[config.mk]
export PLATFORM = sky130hd
export DESIGN_NAME = sram_controller
export DESIGN_NICKNAME = d
export VERILOG_FILES = /design/src/rtl/sram_controller.sv
export SDC_FILE = /design/constraint.sdc
export NUM_CORES = 1
export LEC_CHECK = 0
export BUFFER_PORTS_ARGS = -buffer_cell sky130_fd_sc_hd__buf_2
export CAP_MARGIN = 10
export CORE_UTILIZATION = 30
export DETAILED_ROUTE_END_ITERATION = 8
export SETUP_SLACK_MARGIN = 0.2
export SLEW_MARGIN = 20
export SYNTH_ARGS = -nofsm -noshare
export SYNTH_HDL_FRONTEND = slang
export SYNTH_SLANG_ARGS = --single-unit
[constraint.sdc]
create_clock -name clk -period 2.63 [get_ports clk]
set_input_delay 0.3945 -clock clk [delete_from_list [all_inputs] [get_ports clk]]
set_output_delay 0.3945 -clock clk [all_outputs]
set_load 0.01 [all_outputs]
[src/rtl/sram_controller.sv]
`default_nettype none
// +--------------------------------------------------------------------------+
// | Module   : sram_controller                                               |
// | Purpose  : Turns one 32-bit load/store from the MEM stage into two       |
// |            16-bit half-accesses on an external SRAM, low half first,     |
// |            and holds the pipeline frozen (ready=0) while doing so.       |
// | Ports    : clk, rst (async, active-high)                                 |
// |            rd_en, wr_en, address[31:0], write_data[31:0] - request       |
// |            read_data[31:0], ready                          - response    |
// |            sram_addr[17:0], sram_we_n, sram_dq_out[15:0], sram_dq_oe,    |
// |            sram_dq_in[15:0]                                - SRAM bus    |
// | Revision : 1.0 - initial release                                         |
// +--------------------------------------------------------------------------+
module sram_controller #(
  parameter int WAIT_CYCLES = 2,
  parameter int BASE_ADDR   = 1024
) (
  input  logic        clk,
  input  logic        rst,
  input  logic        rd_en,
  input  logic        wr_en,
  input  logic [31:0] address,
  input  logic [31:0] write_data,
  output logic [31:0] read_data,
  output logic        ready,
  output logic [17:0] sram_addr,
  output logic        sram_we_n,
  output logic [15:0] sram_dq_out,
  output logic        sram_dq_oe,
  input  logic [15:0] sram_dq_in
);

  // A single-cycle hold still needs a 1-bit counter so the compare is legal.
  localparam int               CNT_W    = (WAIT_CYCLES > 1) ? $clog2(WAIT_CYCLES) : 1;
  localparam logic [CNT_W-1:0] CNT_LAST = CNT_W'(WAIT_CYCLES - 1);

  typedef enum logic [1:0] {
    IDLE = 2'd0,
    LOW  = 2'd1,
    HIGH = 2'd2,
    DONE = 2'd3
  } state_t;

  state_t      state_q, state_d;
  logic [CNT_W-1:0] cnt_q, cnt_d;
  logic [16:0] word_q, word_d;
  logic [31:0] wdata_q, wdata_d;
  logic        op_write_q, op_write_d;
  logic [31:0] read_data_q, read_data_d;

  // Halfword-pair index in SRAM; the byte offset bits fall away in the shift.
  logic [16:0] word_in;
  assign word_in = 17'((address - 32'(BASE_ADDR)) >> 2);

  logic req;
  assign req = rd_en | wr_en;

  always_comb begin
    state_d     = state_q;
    cnt_d       = cnt_q;
    word_d      = word_q;
    wdata_d     = wdata_q;
    op_write_d  = op_write_q;
    read_data_d = read_data_q;
    ready       = 1'b0;
    sram_addr   = 18'd0;
    sram_we_n   = 1'b1;
    sram_dq_out = 16'd0;
    sram_dq_oe  = 1'b0;

    case (state_q)
      IDLE: begin
        // Combinational so the pipeline freezes in the request cycle itself.
        ready = ~req;
        if (req) begin
          word_d     = word_in;
          wdata_d    = write_data;
          op_write_d = wr_en;   // write wins when both are asserted
          cnt_d      = '0;
          state_d    = LOW;
        end
      end

      LOW: begin
        sram_addr = {word_q, 1'b0};
        if (op_write_q) begin
          sram_we_n   = 1'b0;
          sram_dq_oe  = 1'b1;
          sram_dq_out = wdata_q[15:0];
        end
        if (cnt_q == CNT_LAST) begin
          if (!op_write_q) read_data_d[15:0] = sram_dq_in;
          cnt_d   = '0;
          state_d = HIGH;
        end else begin
          cnt_d = cnt_q + 1'b1;
        end
      end

      HIGH: begin
        sram_addr = {word_q, 1'b1};
        if (op_write_q) begin
          sram_we_n   = 1'b0;
          sram_dq_oe  = 1'b1;
          sram_dq_out = wdata_q[31:16];
        end
        if (cnt_q == CNT_LAST) begin
          if (!op_write_q) read_data_d[31:16] = sram_dq_in;
          cnt_d   = '0;
          state_d = DONE;
        end else begin
          cnt_d = cnt_q + 1'b1;
        end
      end

      DONE: begin
        // Request inputs are still the old, stable ones here; ignore them.
        ready   = 1'b1;
        state_d = IDLE;
      end

      default: state_d = IDLE;
    endcase
  end

  always_ff @(posedge clk or posedge rst) begin
    if (rst) begin
      state_q     <= IDLE;
      cnt_q       <= '0;
      word_q      <= '0;
      wdata_q     <= '0;
      op_write_q  <= 1'b0;
      read_data_q <= '0;
    end else begin
      state_q     <= state_d;
      cnt_q       <= cnt_d;
      word_q      <= word_d;
      wdata_q     <= wdata_d;
      op_write_q  <= op_write_d;
      read_data_q <= read_data_d;
    end
  end

  assign read_data = read_data_q;

endmodule
`default_nettype wire

==> Implementation_results.wiki, run 1 <==
{| class="wikitable"
! Metric !! Value
|-
| Outcome || finished, final reports clean
|-
| Highest Clock Rate || 429 MHz
|-
| Vias per inst || 4.52
|-
| Count of nets after finishing || 599
|-
| Multiplexer fraction of the synthesized cell area || 0.0997
|-
| Post-DRT Antenna Nets || 0
|-
| Logic depth of the worst register-to-register path || 5
|-
| CP Max Fanout || 5
|-
| Fraction of layout instances using a drive strength above 1 || 0.390
|-
| Layout area overhead || 31.7%
|-
| GRT Residual Overflow || 0
|-
| Clock buffers created by TritonCTS || 9
|-
| Final Core Density || 0.407
|-
| Switching power as a share of total power || 0.378
|-
| Clock share of power || 0.186
|-
| Final HPWL DP || 6400 um
|-
| Initial Util || 0.309
|-
| Worst R2R Setup Slack || 0.48 ns
|-
| Startpoint class of the critical path || register
|-
| Placed cell count || 666
|-
| Static leakage power || 2.52 nW
|-
| Number of distinct library cells after synthesis || 30
|-
| Placement Rows || 40
|-
| Worst Skew || 0.00393 ns
|-
| Setup violators final || 0
|-
| Post-synthesis compound-gate area fraction || 0.0665
|-
| Global router's overall resource usage || 0.146
|-
| Filler cells || 1229
|-
| Part of the power in combinational logic || 0.436
|-
| Die extent in y || 113 um
|-
| Required time of the worst setup path || 2.24 ns
|-
| Pin count of the biggest net entering global routing || 86
|-
| Synth Area in XOR/XNOR || 0.00235
|-
| Critical path endpoint category || output pin
|-
| Final setup TNS || 0 ns
|-
| Final GP Congestion || 0.743
|-
| Post-synth net total || 463
|-
| Synthesized instance count || 373
|-
| Avg Inst Size Synth || 9.99 sq um
|-
| Number of antenna violations at the first check in global routing || 0
|-
| Post-route clock period utilization || 0.887
|-
| Wire length of the first global-routing pass || 14600 um
|-
| Cell at the root of the clock tree || clkbuf_16
|-
| Post-synthesis adder-cell area fraction || 0.0201
|-
| Endpoints failing hold || 0
|-
| Setup Crit Path Kind || register to output pin
|-
| Routed via count || 3079
|-
| Drc violations || 0
|-
| Final routed wire length divided by cell count || 13.4 um
|-
| Basic-gate share of the synthesized area counting and, or, nand and nor cells || 0.211
|-
| Dominant combinational cell family by area after synthesis || simple AND/OR/NAND/NOR gates
|-
| Part of the Yosys area used for sequential elements || 0.571
|-
| Setup repair after global routing missed its margin || no
|-
| Total die area || 12900 sq um
|-
| Die X-Extent || 113 um
|-
| Starting DRC count in detailed routing || 132
|-
| Largest buffer count on any clock path || 2
|-
| Total core area || 12100 sq um
|-
| Worst hold path type || primary input to asynchronous set/reset pin
|-
| Fin worst setup slack || 0.298 ns
|-
| Multi-input gate area in the final layout || 1520 sq um
|-
| Design internal power || 3.78 mW
|-
| Overall power || 6.07 mW
|-
| Clk sink count || 85
|-
| Areal power density over the cells || 1240 nW/um^2
|-
| Final Instance Area || 4910 sq um
|-
| Flip-flop and latch count after synthesis || 85
|-
| Clock transition time at the flip-flop clock pins of the worst setup and hold paths || 0.06 ns
|-
| Data arrival time of the critical path || 1.94 ns
|-
| Port bufs || 137
|-
| Diodes inserted || 0
|-
| Slew @ Worst Pin || 0.778 ns
|-
| Cell area after placement || 4640 sq um
|-
| Flip-flop and latch area || 2130 sq um
|-
| H-tree depth || 3
|-
| Normalized max-slew margin || 0.480
|-
| Cell area after technology mapping || 3730 sq um
|-
| Non-filler instance count after layout || 681
|-
| Final period demand of the worst path || 2.33 ns
|-
| Post-CTS Setup Bufs || 0
|-
| Clock latency reported for the late side of the worst-skew pair || 0.33 ns
|-
| Vias in the first global route || 3031
|-
| CTS tree || built
|-
| Setup WS pre-CTS || 0.521 ns
|-
| # Max-Cap Violations || 0
|-
| Net Switching || 2.30 mW
|-
| Relative contribution of sequential cells to total power || 0.378
|-
| VDD IR-drop max || 307 uV
|-
| Detailed-router iteration count before antenna repair || 6
|-
| Max-slew violations || 0
|-
| Wirelength, routed || 9120 um
|-
| Worst hold slack || 0.188 ns
|-
| Number of warnings issued by yosys || 0
|-
| Number of placed I/O pins || 153
|}
cells in the mapped netlist, drive strengths merged:
library cell  count  area (sq um)
o31ai             2          15.0
o21a              1          7.51
xnor2             1          8.76
nand2           131           492
or4               4          33.8
dfrtp            85          2130
or3               3          20.0
clkbuf           11          41.3
nand3             1          5.00
inv               8          30.0
and2             17           106
o211ai            1          7.51
or2               1          6.26
o21ai             6          30.0
a211oi            2          15.0
nor2             22          82.6
nor2b             2          12.5
a22oi            17           128
or3b              1          8.76
nand2b            2          12.5
buf               8          37.5
mux2             33           372
ha                6          75.1
a31o              1          8.76
nor3b             1          7.51
a31oi             5          31.3
a21oi             1          5.00
state kept, by name, summed over array words and instances, names as in the netlist:
| name | flops |
|---|---|
| read_data | 32 |
| word_q | 17 |
| op_write_q | 1 |
| state_q | 2 |
| wdata_q | 32 |
| cnt_q | 1 |
layer usage:
layer	share of wire	track usage	routed length, um
met3	0.053	0.0340	485
met5	0.00099	0	9
met1	0.46	0.182	4190
met2	0.48	0.250	4360
met4	0.0088	0.0500	80
final cells by class:
cell class              instances  area share
well taps                     168      0.0428
flip-flops and latches         85       0.433
clock inverters                 4     0.00535
multi-input cells             261       0.309
clock buffers                  11      0.0474
inverters                       8     0.00688
repair buffers                144       0.155
power groups by stage:
stage          clock (mW)  sequential [mW]  combinational, mW
4_1_cts              1.16             2.30               2.67
6_report             1.13             2.30               2.65
3_3_place_gp            0             2.27               2.61
3_5_place_dp            0             2.32               2.66
2_1_floorplan           0             2.37               1.56
5_1_grt              1.22             2.37               2.97
critical path, stage by stage, from the launching register on:
cell     delay [ns]
dfrtp_1        0.42
inv_1          0.15
ha_4           0.18
or3b_2         0.51
a21oi_1        0.18
buf_2          0.16
logic make-up after synthesis:
kind of cell,Yosys count
xor gates and xnor gates,1
and+or+nand+nor,185
AOI/OAI and AO/OA,36
adders and majority gates,6
buffers and inverters,27
DFF,85
muxes,33
path summary, 6_finish.rpt:
check                                    start             to
worst min-delay path                       rst  read_data[18]
worst min register to register       word_q[4]      word_q[4]
worst max register to register      state_q[1]   read_data[4]
worst max-delay path                state_q[1]          ready
max in group asynchronous                  rst  read_data[13]
min in group clk                write_data[20]    wdata_q[20]
cell usage in the layout (no fill, tap or decap), drive strengths merged, types with 2 or more instances in the layout:
master,Yosys,final
buf,8,144
nand2,131,131
dfrtp,85,85
mux2,33,33
nor2,22,22
a22oi,17,17
and2,17,17
clkbuf,11,11
inv,8,7
o21ai,6,6
ha,6,6
a31oi,5,5
or4,4,4
or3,3,3
clkinv,0,3
nand2b,2,2
o31ai,2,2
nor2b,2,2
a211oi,2,2
clkinvlp,0,2
repair_timing:
action	4_1_cts	5_1_grt
gates resized for setup	0	3
setup endpoints to repair	0	1
hold buffers	0	0
(Power assumes the default switching activity.)
==> run 2: changes to the inputs <==
Settings changed: CTS_BUF_LIST from default to sky130_fd_sc_hd__clkbuf_16.
==> Implementation_results.wiki, run 2 (synthesis results as in run 1) <==
{| class="wikitable"
! Metric !! Value
|-
| Outcome || finished, final reports clean (unchanged)
|-
| Capture instance of the worst register-to-register path || read_data[4] (unchanged)
|-
| GR Util met3 || 0.0340 (unchanged)
|-
| Fraction of layout instances using a drive strength above 1 || 0.390 (unchanged)
|-
| CP Max Fanout || 5 (unchanged)
|-
| Worst R2R Setup Slack || 0.48 ns (about the same)
|-
| Overall power || 6.06 mW (was 6.07 mW)
|-
| Data arrival time of the critical path || 1.94 ns (about the same)
|-
| H-tree depth || 3 (unchanged)
|-
| Routed via count || 3078 (was 3079)
|-
| Final setup TNS || 0 ns (unchanged)
|-
| Die extent in y || 113 um (unchanged)
|-
| Largest buffer count on any clock path || 2 (unchanged)
|-
| Starting DRC count in detailed routing || 132 (unchanged)
|-
| # Max-Cap Violations || 0 (unchanged)
|-
| Clk sink count || 85 (unchanged)
|-
| Final Instance Area || 4910 sq um (unchanged)
|-
| CTS tree || built (unchanged)
|-
| Worst Skew || 0.00411 ns (was 0.00393 ns)
|-
| Global router's overall resource usage || 0.146 (unchanged)
|-
| Setup repair after global routing missed its margin || no (unchanged)
|-
| Startpoint class of the critical path || register (unchanged)
|-
| Worst hold path type || primary input to asynchronous set/reset pin (unchanged)
|-
| Diodes inserted || 0 (unchanged)
|-
| Endpoints failing hold || 0 (unchanged)
|-
| Clock buffers created by TritonCTS || 9 (unchanged)
|-
| Final HPWL DP || 6400 um (unchanged)
|-
| Logic depth of the worst register-to-register path || 5 (unchanged)
|-
| Met2 Use GR || 0.250 (unchanged)
|-
| Max-slew violations || 0 (unchanged)
|-
| Final routed wire length divided by cell count || 13.4 um (about the same)
|-
| Highest Clock Rate || 429 MHz (about the same)
|-
| Total die area || 12900 sq um (unchanged)
|-
| Clock latency reported for the late side of the worst-skew pair || 0.33 ns (about the same)
|-
| Setup violators final || 0 (unchanged)
|-
| Most used routing layer in global routing || met2 (unchanged)
|-
| Vias in the first global route || 3031 (unchanged)
|-
| Total core area || 12100 sq um (unchanged)
|-
| Flip-flop and latch area || 2130 sq um (unchanged)
|-
| Pin count of the biggest net entering global routing || 86 (unchanged)
|-
| Wire length of the first global-routing pass || 14600 um (unchanged)
|-
| Non-filler instance count after layout || 681 (unchanged)
|-
| Count of nets after finishing || 599 (unchanged)
|-
| Placement Rows || 40 (unchanged)
|-
| Critical path endpoint category || output pin (unchanged)
|-
| Static leakage power || 2.53 nW (was 2.52 nW)
|-
| Vias per inst || 4.52 (about the same)
|-
| GRT Residual Overflow || 0 (unchanged)
|-
| R2r startpoint || state_q[1] (unchanged)
|-
| Wirelength, routed || 9120 um (about the same)
|-
| Number of antenna violations at the first check in global routing || 0 (unchanged)
|-
| Required time of the worst setup path || 2.24 ns (about the same)
|-
| Placed cell count || 666 (unchanged)
|-
| Most common cell after layout, fill and taps aside || buf_2 (unchanged)
|-
| Areal power density over the cells || 1240 nW/um^2 (about the same)
|-
| Critical path endpoint || ready (unchanged)
|-
| Port bufs || 137 (unchanged)
|-
| Slew @ Worst Pin || 0.778 ns (about the same)
|-
| Die X-Extent || 113 um (unchanged)
|-
| Setup Crit Path Kind || register to output pin (unchanged)
|-
| Number of placed I/O pins || 153 (unchanged)
|-
| Multi-input gate area in the final layout || 1520 sq um (unchanged)
|-
| Post-CTS Setup Bufs || 0 (unchanged)
|-
| Final period demand of the worst path || 2.33 ns (about the same)
|-
| VDD IR-drop max || 307 uV (about the same)
|-
| Layout area overhead || 31.7% (unchanged)
|-
| Clock transition time at the flip-flop clock pins of the worst setup and hold paths || 0.06 ns (about the same)
|-
| Met1 routing resource usage after global routing || 0.182 (unchanged)
|-
| Normalized max-slew margin || 0.480 (about the same)
|-
| Most used cells in the layout excluding fill and tap cells || 137 x buf_2, 131 x nand2_1, 85 x dfrtp_1 (unchanged)
|-
| Drc violations || 0 (unchanged)
|-
| Cell at the root of the clock tree || clkbuf_16 (unchanged)
|-
| Detailed-router iteration count before antenna repair || 6 (unchanged)
|-
| Post-route clock period utilization || 0.887 (about the same)
|-
| Cell area after placement || 4640 sq um (unchanged)
|-
| Filler cells || 1229 (unchanged)
|-
| Post-DRT Antenna Nets || 0 (unchanged)
|-
| Initial Util || 0.309 (unchanged)
|-
| Timing startpoint of the critical path || state_q[1] (unchanged)
|-
| Final GP Congestion || 0.743 (unchanged)
|}
## run 2: final cells by class
class | count | area share
tap | 168 | 0.0428
timing repair buffer | 144 | 0.155
sequential | 85 | 0.433
clock inverter | 6 | 0.00688
inverter | 8 | 0.00688
multi-input combinational | 261 | 0.309
clock buffer | 9 | 0.0459
## run 2: through the flow
| step | utilization | hold WS, ns | worst slack (ns) |
|---|---|---|---|
| 3_3_place_gp | 0.384 | 0.451 | 0.581 |
| 3_5_place_dp | 0.384 | 0.459 | 0.521 |
| 2_1_floorplan | - | 0.437 | 0.619 |
| 4_1_cts | 0.406 | 0.208 | 0.202 |
| 6_report | 0.407 | 0.188 | 0.298 |
| 5_1_grt | 0.407 | 0.231 | 0.218 |
## run 2: worst min path at each step
stage	startpoint	end	slack, ns	depth (start not counted)
after detailed placement	word_q[2]	word_q[2]	0.46	2
after floorplan	word_q[0]	word_q[0]	0.44	2
after global routing	rst	wdata_q[25]	0.23	3
after global placement	word_q[5]	word_q[5]	0.45	2
final	rst	read_data[18]	0.19	3
after CTS	rst	read_data[18]	0.21	3
## run 2: power breakdown
part	internal [mW]	switching (mW)
Sequential	1.97	0.327
Clock	0.625	0.495
Combinational	1.17	1.47
Total	3.77	2.30
## run 2: per-layer routing
layer,up-vias,part of all wire
met3,6,0.051
li1,1493,-
met1,1483,0.46
met4,2,0.0088
met2,94,0.48
met5,-,0.00099
## run 2: critical path, stage by stage (launching register included)
cell     delay [ns]
dfrtp_1        0.42
inv_1          0.15
ha_4           0.18
or3b_2         0.51
a21oi_1        0.18
buf_2          0.16
## run 2: repair_timing
item                                    CTS  global route
endpoints found under the hold margin     0             0
hold buffers                              0             0
resized for setup                         0             3
endpoints found under the setup margin    0             1
==> run 3: changes to the inputs <==
Settings changed: REMOVE_ABC_BUFFERS from default to 1.
==> Implementation_results.wiki, run 3 (synthesis results as in run 1) <==
{| class="wikitable"
! Metric !! Value
|-
| Outcome || finished, final reports clean (unchanged)
|-
| Worst Skew || 0.00453 ns (was 0.00411 ns)
|-
| Overall power || 6.02 mW (was 6.06 mW)
|-
| Highest Clock Rate || 431 MHz (was 429 MHz)
|-
| Wirelength, routed || 8870 um (was 9120 um)
|-
| Die X-Extent || 113 um (unchanged)
|-
| Final HPWL DP || 6330 um (was 6400 um)
|-
| Required time of the worst setup path || 2.24 ns (about the same)
|-
| Setup repair after global routing missed its margin || no (unchanged)
|-
| Detailed-router iteration count before antenna repair || 7 (was 6)
|-
| GRT Residual Overflow || 0 (unchanged)
|-
| Cell at the root of the clock tree || clkbuf_16 (unchanged)
|-
| Clk sink count || 85 (unchanged)
|-
| Clock transition time at the flip-flop clock pins of the worst setup and hold paths || 0.06 ns (about the same)
|-
| Capture instance of the worst register-to-register path || state_q[1] (was read_data[4])
|-
| Clock latency reported for the late side of the worst-skew pair || 0.33 ns (about the same)
|-
| VDD IR-drop max || 405 uV (was 307 uV)
|-
| Logic depth of the worst register-to-register path || 5 (unchanged)
|-
| Critical path endpoint category || output pin (unchanged)
|-
| CTS tree || built (unchanged)
|-
| Setup WS pre-CTS || 0.541 ns (was 0.521 ns)
|-
| Number of antenna violations at the first check in global routing || 0 (unchanged)
|-
| Most common cell after layout, fill and taps aside || buf_2 (unchanged)
|-
| Final Instance Area || 4920 sq um (was 4910 sq um)
|-
| Worst hold path type || primary input to asynchronous set/reset pin (unchanged)
|-
| Slew @ Worst Pin || 0.596 ns (was 0.778 ns)
|-
| Starting DRC count in detailed routing || 148 (was 132)
|-
| CP Max Fanout || 5 (unchanged)
|-
| Setup violators final || 0 (unchanged)
|-
| Die extent in y || 113 um (unchanged)
|-
| Total core area || 12100 sq um (unchanged)
|-
| Normalized max-slew margin || 0.602 (was 0.480)
|-
| Most used cells in the layout excluding fill and tap cells || 137 x buf_2, 130 x nand2_1, 85 x dfrtp_1 (was 137 x buf_2, 131 x nand2_1, 85 x dfrtp_1)
|-
| Max-slew violations || 0 (unchanged)
|-
| R2r startpoint || state_q[0] (was state_q[1])
|-
| Non-filler instance count after layout || 684 (was 681)
|-
| Drc violations || 0 (unchanged)
|-
| Pin count of the biggest net entering global routing || 35 (was 86)
|-
| Count of nets after finishing || 602 (was 599)
|-
| Setup Crit Path Kind || register to output pin (unchanged)
|-
| # Max-Cap Violations || 0 (unchanged)
|-
| Static leakage power || 2.54 nW (was 2.53 nW)
|-
| Final routed wire length divided by cell count || 13.0 um (was 13.4 um)
|-
| Final setup TNS || 0 ns (unchanged)
|-
| Startpoint class of the critical path || register (unchanged)
|-
| Layout area overhead || 32.0% (was 31.7%)
|-
| Total die area || 12900 sq um (unchanged)
|-
| Global router's overall resource usage || 0.145 (was 0.146)
|-
| Endpoints failing hold || 0 (unchanged)
|-
| Areal power density over the cells || 1220 nW/um^2 (was 1240 nW/um^2)
|-
| H-tree depth || 3 (unchanged)
|-
| Placed cell count || 669 (was 666)
|-
| Post-CTS Setup Bufs || 0 (unchanged)
|-
| Diodes inserted || 0 (unchanged)
|-
| Final GP Congestion || 0.715 (was 0.743)
|-
| Cell area after placement || 4640 sq um (about the same)
|-
| Port bufs || 137 (unchanged)
|-
| Vias in the first global route || 2961 (was 3031)
|-
| Wire length of the first global-routing pass || 14300 um (was 14600 um)
|-
| Fraction of layout instances using a drive strength above 1 || 0.391 (was 0.390)
|-
| Worst R2R Setup Slack || 0.72 ns (was 0.48 ns)
|-
| Placement Rows || 40 (unchanged)
|-
| Fin worst setup slack || 0.308 ns (was 0.298 ns)
|-
| Largest buffer count on any clock path || 2 (unchanged)
|-
| Final period demand of the worst path || 2.32 ns (was 2.33 ns)
|-
| Routed via count || 3078 (unchanged)
|-
| Post-route clock period utilization || 0.883 (was 0.887)
|-
| Data arrival time of the critical path || 1.93 ns (was 1.94 ns)
|-
| Post-DRT Antenna Nets || 0 (unchanged)
|-
| Number of placed I/O pins || 153 (unchanged)
|-
| Clock buffers created by TritonCTS || 9 (unchanged)
|-
| Initial Util || 0.309 (unchanged)
|-
| Vias per inst || 4.50 (was 4.52)
|}
==> run 3: where the power goes <==
part	switching (mW)	internal [mW]	total [mW]
sequential	0.321	1.97	2.29
clock	0.479	0.623	1.10
combinational	1.46	1.17	2.63
total	2.26	3.76	6.02
==> run 3: metal layers <==
metal / wire length [um] / GRT usage
met1: 4030 / 0.181
met2: 4250 / 0.244
met3: 467 / 0.0340
met4: 126 / 0.0553
met5: 0 / 0
==> run 3: timing repair <==
action | CTS | global route
hold buffers | 0 | 0
cloned | 0 | 0
endpoints found under the setup margin | 16 | 1
gates resized for setup | 1 | 2
==> run 3: final cells by class <==
type | instances | area, sq um
fill | 1199 | 7140
sequential | 85 | 2130
multi-input combinational | 261 | 1520
timing repair buffer | 147 | 773
clock buffer | 9 | 225
tap | 168 | 210
clock inverter | 6 | 32.5
inverter | 8 | 31.3
==> run 3: critical path, stage by stage, from the launching register on <==
cell and delay (ns):
dfrtp_1 0.40, inv_1 0.18, ha_4 0.19, or3b_2 0.50, a21oi_1 0.16, buf_2 0.16
==> run 3: how the worst max path moves through the flow <==
stage	startpoint	slack, ns	end
after floorplan	wr_en	-0.78	word_q[12]
after global placement	state_q[0]	0.63	ready
after detailed placement	state_q[0]	0.54	sram_dq_out[15]
after CTS	state_q[0]	0.21	ready
after global routing	state_q[0]	0.23	sram_addr[17]
final	state_q[0]	0.31	ready
==> run 3: stage by stage <==
step                      utilization  hold WS, ns
after floorplan                     -        0.437
after global placement          0.385        0.450
after detailed placement        0.385        0.454
after CTS                       0.407        0.125
after global routing            0.408        0.156
final                           0.408        0.112
